### src/rtl/sipo_pkg.sv
// Shared types and helpers for the framed serial-in/parallel-out deserializer.
package sipo_pkg;

    typedef enum logic {
        IDLE  = 1'b0,
        SHIFT = 1'b1
    } state_t;

    // Width of an index over n items, never narrower than one bit.
    function automatic int clog2_min1(input int n);
        return (n <= 2) ? 1 : $clog2(n);
    endfunction

endpackage

### src/rtl/sipo_shift_core.sv
// Serial shift register for one word. o_word is the value the register holds
// after the current edge, so a word can be captured on its final bit.
module sipo_shift_core #(
    parameter int WIDTH     = 24,
    parameter bit MSB_FIRST = 1'b0
) (
    input  logic             clk,
    input  logic             rstn,
    input  logic             i_clear,
    input  logic             i_shift,
    input  logic             i_bit,
    output logic [WIDTH-1:0] o_word
);

    logic [WIDTH-1:0] r_sr;
    logic [WIDTH-1:0] w_base;
    logic [WIDTH-1:0] w_next;

    always_comb begin
        w_base = i_clear ? '0 : r_sr;
        w_next = w_base;
        if (i_shift) begin
            // LSB-first streams enter at the top so the first bit ends at bit 0.
            if (MSB_FIRST) begin
                w_next = {w_base[WIDTH-2:0], i_bit};
            end else begin
                w_next = {i_bit, w_base[WIDTH-1:1]};
            end
        end
    end

    always_ff @(posedge clk or negedge rstn) begin
        if (!rstn) begin
            r_sr <= '0;
        end else begin
            r_sr <= w_next;
        end
    end

    assign o_word = w_next;

endmodule

### src/rtl/sipo_frame_deserializer.sv
// Framed SIPO deserializer: CHANNELS words of WIDTH bits per frame_sync-aligned
// frame, delivered through a valid/ready holding register.
// Optional per-word even parity bit: define SIPO_FRAME_PARITY_EN.
//
//   state | meaning
//   IDLE  | waiting for frame_sync to start channel 0
//   SHIFT | collecting bits of the current word within a frame
module sipo_frame_deserializer
    import sipo_pkg::*;
#(
    parameter int WIDTH     = 24,
    parameter int CHANNELS  = 2,
    parameter bit MSB_FIRST = 1'b0
) (
    input  logic                                clk,
    input  logic                                rstn,
    input  logic                                enable,
    input  logic                                in,
    input  logic                                frame_sync,
    output logic [WIDTH-1:0]                    out,
    output logic [clog2_min1(CHANNELS)-1:0]     out_channel,
    output logic                                out_valid,
    input  logic                                out_ready,
    output logic                                overrun,
    output logic                                frame_err,
    output logic                                parity_err,
    input  logic                                clear_err
);

    localparam int CHW = clog2_min1(CHANNELS);
    localparam int BCW = $clog2(WIDTH + 2);
`ifdef SIPO_FRAME_PARITY_EN
    localparam int WORD_BITS = WIDTH + 1;
`else
    localparam int WORD_BITS = WIDTH;
`endif
    localparam logic [BCW-1:0] LAST_BIT = BCW'(WORD_BITS - 1);
    localparam logic [CHW-1:0] LAST_CH  = CHW'(CHANNELS - 1);

    state_t           r_state;
    state_t           w_state_next;
    logic [BCW-1:0]   r_bit_cnt;
    logic [BCW-1:0]   w_bit_cnt_next;
    logic [CHW-1:0]   r_ch_cnt;
    logic [CHW-1:0]   w_ch_cnt_next;
    logic             w_take;
    logic             w_clear;
    logic             w_resync;
    logic             w_complete;
    logic             w_shift;
    logic [WIDTH-1:0] w_word;

    logic [WIDTH-1:0] r_out;
    logic [CHW-1:0]   r_out_ch;
    logic             r_valid;
    logic             r_overrun;
    logic             r_frame_err;

    always_ff @(posedge clk or negedge rstn) begin
        if (!rstn) begin
            r_state   <= IDLE;
            r_bit_cnt <= '0;
            r_ch_cnt  <= '0;
        end else begin
            r_state   <= w_state_next;
            r_bit_cnt <= w_bit_cnt_next;
            r_ch_cnt  <= w_ch_cnt_next;
        end
    end

    always_comb begin
        w_state_next   = r_state;
        w_bit_cnt_next = r_bit_cnt;
        w_ch_cnt_next  = r_ch_cnt;
        w_take         = 1'b0;
        w_clear        = 1'b0;
        w_resync       = 1'b0;
        w_complete     = 1'b0;
        if (enable) begin
            case (r_state)
                IDLE: begin
                    if (frame_sync) begin
                        w_take         = 1'b1;
                        w_clear        = 1'b1;
                        w_bit_cnt_next = BCW'(1);
                        w_ch_cnt_next  = '0;
                        w_state_next   = SHIFT;
                    end
                end
                SHIFT: begin
                    w_take = 1'b1;
                    if (frame_sync) begin
                        // Mid-frame sync: discard the partial word and restart at channel 0.
                        w_clear        = 1'b1;
                        w_resync       = 1'b1;
                        w_bit_cnt_next = BCW'(1);
                        w_ch_cnt_next  = '0;
                    end else if (r_bit_cnt == LAST_BIT) begin
                        w_complete     = 1'b1;
                        w_bit_cnt_next = '0;
                        if (r_ch_cnt == LAST_CH) begin
                            w_ch_cnt_next = '0;
                            w_state_next  = IDLE;
                        end else begin
                            w_ch_cnt_next = r_ch_cnt + 1'b1;
                        end
                    end else begin
                        w_bit_cnt_next = r_bit_cnt + 1'b1;
                    end
                end
                default: w_state_next = IDLE;
            endcase
        end
    end

`ifdef SIPO_FRAME_PARITY_EN
    // The trailing parity bit is checked but never shifted into the word.
    assign w_shift = w_take && (w_clear || (r_bit_cnt != LAST_BIT));
`else
    assign w_shift = w_take;
`endif

    sipo_shift_core #(
        .WIDTH     (WIDTH),
        .MSB_FIRST (MSB_FIRST)
    ) u_shift_core (
        .clk     (clk),
        .rstn    (rstn),
        .i_clear (w_clear),
        .i_shift (w_shift),
        .i_bit   (in),
        .o_word  (w_word)
    );

    always_ff @(posedge clk or negedge rstn) begin
        if (!rstn) begin
            r_out       <= '0;
            r_out_ch    <= '0;
            r_valid     <= 1'b0;
            r_overrun   <= 1'b0;
            r_frame_err <= 1'b0;
        end else begin
            if (w_complete) begin
                r_out    <= w_word;
                r_out_ch <= r_ch_cnt;
                r_valid  <= 1'b1;
            end else if (r_valid && out_ready) begin
                r_valid <= 1'b0;
            end
            r_overrun   <= (w_complete && r_valid && !out_ready) || (r_overrun && !clear_err);
            r_frame_err <= w_resync || (r_frame_err && !clear_err);
        end
    end

`ifdef SIPO_FRAME_PARITY_EN
    logic r_parity_err;
    logic w_parity_bad;

    assign w_parity_bad = w_complete && ((^w_word) ^ in);

    always_ff @(posedge clk or negedge rstn) begin
        if (!rstn) begin
            r_parity_err <= 1'b0;
        end else begin
            r_parity_err <= w_parity_bad || (r_parity_err && !clear_err);
        end
    end

    assign parity_err = r_parity_err;
`else
    assign parity_err = 1'b0;
`endif

    assign out         = r_out;
    assign out_channel = r_out_ch;
    assign out_valid   = r_valid;
    assign overrun     = r_overrun;
    assign frame_err   = r_frame_err;

endmodule

### config.mk
export PLATFORM = sky130hd
export DESIGN_NAME = sipo_frame_deserializer
export DESIGN_NICKNAME = d
export VERILOG_FILES = /design/src/rtl/sipo_pkg.sv /design/src/rtl/sipo_shift_core.sv /design/src/rtl/sipo_frame_deserializer.sv
export SDC_FILE = /design/constraint.sdc
export NUM_CORES = 1
export LEC_CHECK = 0
export ABC_AREA = 1
export CAP_MARGIN = 30
export CORE_MARGIN = 2
export CORE_UTILIZATION = 58
export DETAILED_ROUTE_END_ITERATION = 10
export PLACE_DENSITY = 0.8
export SLEW_MARGIN = 10
export SYNTH_ARGS = -nofsm -noshare
export SYNTH_HDL_FRONTEND = slang
export SYNTH_SLANG_ARGS = --single-unit
### constraint.sdc
create_clock -name clk -period 4.7 [get_ports clk]
set_clock_uncertainty 0.2 [all_clocks]
set_input_delay 0.94 -clock clk [delete_from_list [all_inputs] [get_ports clk]]
set_output_delay 0.94 -clock clk [all_outputs]
set_load 0.05 [all_outputs]
==> results_dict.tcl, run 1 <==
set metrics [dict create \
    dpl.hpwl_mm 2.73 \
    fillers 337 \
    drive_above_1_share_pct 12.0 \
    regArea_um2 1480 \
    required_ns 4.77 \
    syn_area_per_cell_um2 9.12 \
    r2r-start "r_state" \
    cp.arrival_ns 2.85 \
    multi_input_area_um2 870 \
    p_comb_share_pct 5.3 \
    hold_class "flop to flop" \
    max-slew-margin-rel_pct 52.1 \
    io_pins 36 \
    start_util_pct 59.1 \
    grt_usage_pct 20.8 \
    drv_slew 0 \
    rows 24 \
    die_x_um 70.1 \
    clk_latency_ns 0.33 \
    p_seq_share_pct 46.0 \
    yosysSeqAreaShare_pct 58.2 \
    power_uw 1140 \
    worst_pin_slew_ns 0.718 \
    final_area_um2 3050 \
    setup_viol 0 \
    end_kind "flop" \
    crit_fanout 29 \
    cts_sinks 59 \
    ff2ff_setup_slack_ns 2.71 \
    via_per_inst 4.98 \
    antenna_found_initial 0 \
    pwr-share-clk_pct 48.7 \
    synth_area_um2 2540 \
    outcome "finished, final reports clean" \
    r2r_end "out[23]" \
    startpoint "enable" \
    syn2layout_area_growth_pct 20.4 \
    cts_tree "done" \
    ir_drop_mv 0.238 \
    crit_path_start_kind "primary input" \
    rsz0062_at_grt "no" \
    syn_nets 286 \
    power.leakage_uw 0.00164 \
    path_class "primary input to flop" \
    swShare_pct 21.1 \
    gp_congestion 0.833 \
    dieArea_um2 4920 \
    grt_pass1_vias 1846 \
    drt_wl_total_mm 4.50 \
    holdBufCountCts 0 \
    cp-endpoint "out[23]" \
    fmax_ghz 0.360 \
    synth_cell_types 20 \
    cts_buffers 9 \
    cts_max_path_buffers 2 \
    overflow 0 \
    internal_power_uw 899 \
    whs_ns 0.276 \
    power.switching_uw 241 \
    num_antenna_cells 0 \
    power_density_nw_per_um2 373 \
    drtAntennaViolNets 0 \
    clk_pin_slew_ns 0.06 \
    synth_seq_cells 59 \
    die-height_um 70.1 \
    hold_depth 2 \
    cts_root_buf "clkbuf_8" \
    final_net_count 319 \
    cts_setup_buffers 0 \
    syn_inst 278 \
    finalSetupTns_ns 0 \
    drc_errors 0 \
    vias 1832 \
    place_area_um2 2810 \
    grt_pass1_wl_mm 7.94 \
    post-route-period-util_pct 59.1 \
    core_area_um2 4290 \
    rr_worst_depth 6 \
    drv_cap 0 \
    drtPass1Iterations 4 \
    wl_per_cell_um 12.2 \
    drt_iter0_markers 154 \
    grt_max_degree 60 \
    h-tree-depth 3 \
    ys_warn_count 0 \
    hold_viol 0 \
    cts_resized 0 \
    portBuffers 34 \
    min_period_ns 2.78 \
]
power groups by stage:
| stage | Sequential, uW | Combinational [uW] | Clock [uW] |
|---|---|---|---|
| CTS | 524 | 60.9 | 564 |
| global placement | 533 | 58.5 | 0 |
| finish | 524 | 60.4 | 555 |
| detailed placement | 534 | 60.5 | 0 |
| floorplan | 536 | 37.9 | 0 |
| global route | 526 | 68.3 | 583 |
how the worst min path moves through the flow:
stage / from / end
2_1_floorplan: u_shift_core.r_sr[1] / u_shift_core.r_sr[0]
4_1_cts: out[23] / out[23]
6_report: out[23] / out[23]
3_5_place_dp: out[3] / out[3]
3_3_place_gp: out[19] / out[19]
5_1_grt: out_channel / out_channel
placed cells by master (no fill, tap or decap):
cell type        instances
a21oi_1                  2
buf_2                    1
buf_4                    1
bufinv_16                3
clkbuf_1                 1
clkbuf_8                10
clkdlybuf4s50_1         33
clkinv_2                 2
clkinv_8                 1
conb_1                   1
dfrtp_1                 59
ha_1                     1
inv_1                   11
nand2_1                131
nand2_2                 16
nand2_8                  1
nand3_1                 30
nor2_1                   6
nor2_4                   1
nor2_8                   1
o21ai_0                  3
o22ai_2                  1
metal layers:
metal	global-route usage (%)	vias up	part of all wire, %	routed length, um
met2	31.6	41	47	2120
li1	-	929	-	-
met4	12.4	0	1.9	86
met3	4.33	9	3.6	163
met1	27.6	853	47	2130
met5	0	-	0	0
cell usage after synthesis:
library cell,instances,area (um^2)
buf_6,6,67.6
buf_4,2,15.0
a21oi_1,2,10.0
buf_2,3,15.0
nand2_1,131,492
o22ai_2,1,12.5
buf_12,1,20.0
nor2_4,1,11.3
conb_1,1,3.75
ha_1,1,12.5
nand3_1,30,150
nand2_2,16,100
dfrtp_1,59,1480
nand2_8,1,20.0
buf_8,1,15.0
inv_1,11,41.3
o21ai_0,3,15.0
nor2_8,1,20.0
clkinv_8,1,16.3
nor2_1,6,22.5
critical path, cell delays in order:
cell and delay (ns):
clkdlybuf4s50_1 0.55, nand2_2 0.38, nor2_8 0.45, nand2_8 0.21, clkinv_8 0.18, nand2_1 0.08
nand2_1 0.06
area by class of cell:
type / count / share of cell area [%]
clock buffers: 11 / 4.63
clock inverters: 5 / 3.28
inverters: 12 / 1.89
multi-input cells: 194 / 28.5
flip-flops and latches: 59 / 48.4
well taps: 52 / 2.13
repair buffers: 35 / 11.2
registers in the layout, summed over array words and instances (netlist names):
register           count
out                   24
r_ch_cnt               1
overrun                1
r_bit_cnt              5
out_valid              1
frame_err              1
u_shift_core.r_sr     24
out_channel            1
r_state                1
cells by family after synthesis:
family	synth area share [%]
flip-flops	58.2
adder cells (fa/ha/maj)	0.493
AO/OA/AOI/OAI	1.48
buffers and inverters	7.50
other	0.148
AND/OR/NAND/NOR	32.2
per-stage QoR:
step	worst slack (ns)	utilization (%)	cells
after floorplan	2.82	-	278
after global placement	1.66	65.5	352
after detailed placement	1.62	65.5	352
final	1.92	71.1	368
after global routing	1.76	71.1	368
after CTS	1.94	71.1	368
(Power assumes the default switching activity.)
==> inputs of run 2 (changes only) <==
--- a/config.mk
+++ b/config.mk
@@ -8,9 +8,9 @@
 export ABC_AREA = 1
 export CAP_MARGIN = 30
 export CORE_MARGIN = 2
-export CORE_UTILIZATION = 58
+export CORE_UTILIZATION = 54
 export DETAILED_ROUTE_END_ITERATION = 10
-export PLACE_DENSITY = 0.8
+export PLACE_DENSITY = 0.75
 export SLEW_MARGIN = 10
 export SYNTH_ARGS = -nofsm -noshare
 export SYNTH_HDL_FRONTEND = slang
==> constraint.sdc (replaced) <==
create_clock -name clk -period 2.7 [get_ports clk]
set_clock_uncertainty 0.2 [all_clocks]
set_input_delay 0.54 -clock clk [delete_from_list [all_inputs] [get_ports clk]]
set_output_delay 0.54 -clock clk [all_outputs]
set_load 0.05 [all_outputs]
==> run 2 against run 1 <==
Against the previous run:
- cell area shrank 0.37%
- die area rose by 7.0%
- utilization fell by 2.7 points
- global-route usage is 0.16 points lower
- largest cell class unchanged
- sequential power up 74%
- critical path depth shrank 6
- combinational power up 80%
==> results_dict.tcl, run 2 (same netlist as run 1, synthesis figures left out) <==
set metrics [dict create \
    final_cell_count_no_fill 370 \
    clk_pin_slew_ns 0.06 \
    antenna_found_initial 0 \
    io_pins 36 \
    critPathTopFamily "buffers and inverters" \
    grt_max_degree 60 \
    slowest_stage "clkdlybuf4s50_1" \
    cts_max_path_buffers 2 \
    drv_slew 0 \
    final_util_pct 68.4 \
    drtPass1Iterations 4 \
    end_kind "output pin" \
    power.leakage_uw 0.00164 \
    cts_tree "done" \
    rows 24 \
    grt_pass1_wl_mm 8.25 \
    drt_iter0_markers 120 \
    drc_errors 0 \
    final_net_count 323 \
    finalSetupTns_ns 0 \
    num_antenna_cells 0 \
    die-height_um 72.5 \
    hold_viol 0 \
    rsz0062_at_grt "no" \
    fmax_ghz 0.441 \
    cts_resized 0 \
    outcome "finished, final reports clean" \
    required_ns 1.96 \
    grt_usage_pct 20.6 \
    grt_pass1_vias 1813 \
    hold_class "primary input to asynchronous set/reset pin" \
    dpl.hpwl_mm 2.90 \
    post-place-cells 356 \
    via_per_inst 5.04 \
    syn2layout_area_growth_pct 19.9 \
    wl_per_cell_um 12.7 \
    cp.arrival_ns 1.53 \
    power_density_nw_per_um2 603 \
    drtAntennaViolNets 0 \
    h-tree-depth 3 \
    gp_congestion 0.786 \
    ir_drop_mv 0.399 \
    min_period_ns 2.27 \
    worst_pin_slew_ns 0.729 \
    portBuffers 34 \
    post-route-period-util_pct 84.0 \
    dieArea_um2 5260 \
    crit_chain "clkdlybuf4s50_1" \
    cts_setup_buffers 0 \
    die_x_um 72.5 \
    cts_root_buf "clkbuf_8" \
    drt_wl_total_mm 4.70 \
    final_area_um2 3040 \
    cts_buffers 9 \
    drive_above_1_share_pct 12.9 \
    holdBufCountCts 0 \
    fillers 350 \
    crit_path_start_kind "flop" \
    crit_buf_inv 1 \
    cp_slowest_stage_delay_ns 0.83 \
    max-slew-margin-rel_pct 51.4 \
    cts_sinks 59 \
    final_common_cell "nand2_1" \
    drv_cap 0 \
    overflow 0 \
    path_class "flop to output pin" \
    start_util_pct 57.1 \
    crit_fanout 2 \
    place_area_um2 2840 \
    vias 1865 \
    power_uw 1840 \
    core_area_um2 4440 \
    mostFrequentLayoutCells "131 x nand2_1, 59 x dfrtp_1, 33 x clkdlybuf4s50_1" \
    clk_latency_ns 0.33 \
    setup_viol 0 \
]
==> run 2: cell count changes in the layout (fill, tap and decap cells not counted) <==
cell	delta
clkbuf_8	+2
clkbuf_1	-1
bufinv_16	-2
buf_4	+4
clkinv_2	-1
==> run 2: area by class of cell <==
cell class	instances	area (um^2)	share of cell area, %
flip-flops and latches	59	1480	48.5
inverters	12	57.6	1.89
well taps	52	65.1	2.14
multi-input cells	194	870	28.6
clock inverters	2	35.0	1.15
repair buffers	39	373	12.3
clock buffers	12	165	5.43
==> run 2: final timing paths <==
kind,start,end,slack (ns),cells past startpoint
max in group asynchronous,rstn,out[1],1.66,2
max reg2reg,r_bit_cnt[0],out_channel,0.97,7
min reg2reg,out[20],out[20],0.28,2
min,rstn,overrun,0.14,2
min in group clk,out[20],out[20],0.28,2
max,out_valid,out_valid,0.43,1
==> run 2: routing by layer <==
layer	track usage (%)	wire length (um)	vias to the layer above
li1	-	-	928
met1	27.5	2230	885
met2	31.4	2200	39
met3	4.58	165	13
met4	11.3	103	0
met5	0	0	-
==> run 2: power by group <==
group          internal [uW]  total, uW  switching, uW
Clock                    490        812            322
Combinational           32.7        109           76.0
Sequential               901        914           13.0
Total                   1420       1840            411
==> run 2: worst register-to-register path, delay by kind of cell, from the launching register on <==
| family | cells | cell delay, ns |
|---|---|---|
| flops | 1 | 0.41 |
| buf+inv | 1 | 0.19 |
| simple gates | 5 | 0.67 |
| fa+ha+maj | 1 | 0.20 |
==> run 2: stage by stage <==
step	hold WS [ns]	setup slack, ns
finish	0.139	0.433
global route	0.223	0.405
CTS	0.186	0.412
detailed placement	0.264	0.404
global placement	0.263	0.426
floorplan	0.0444	1.17
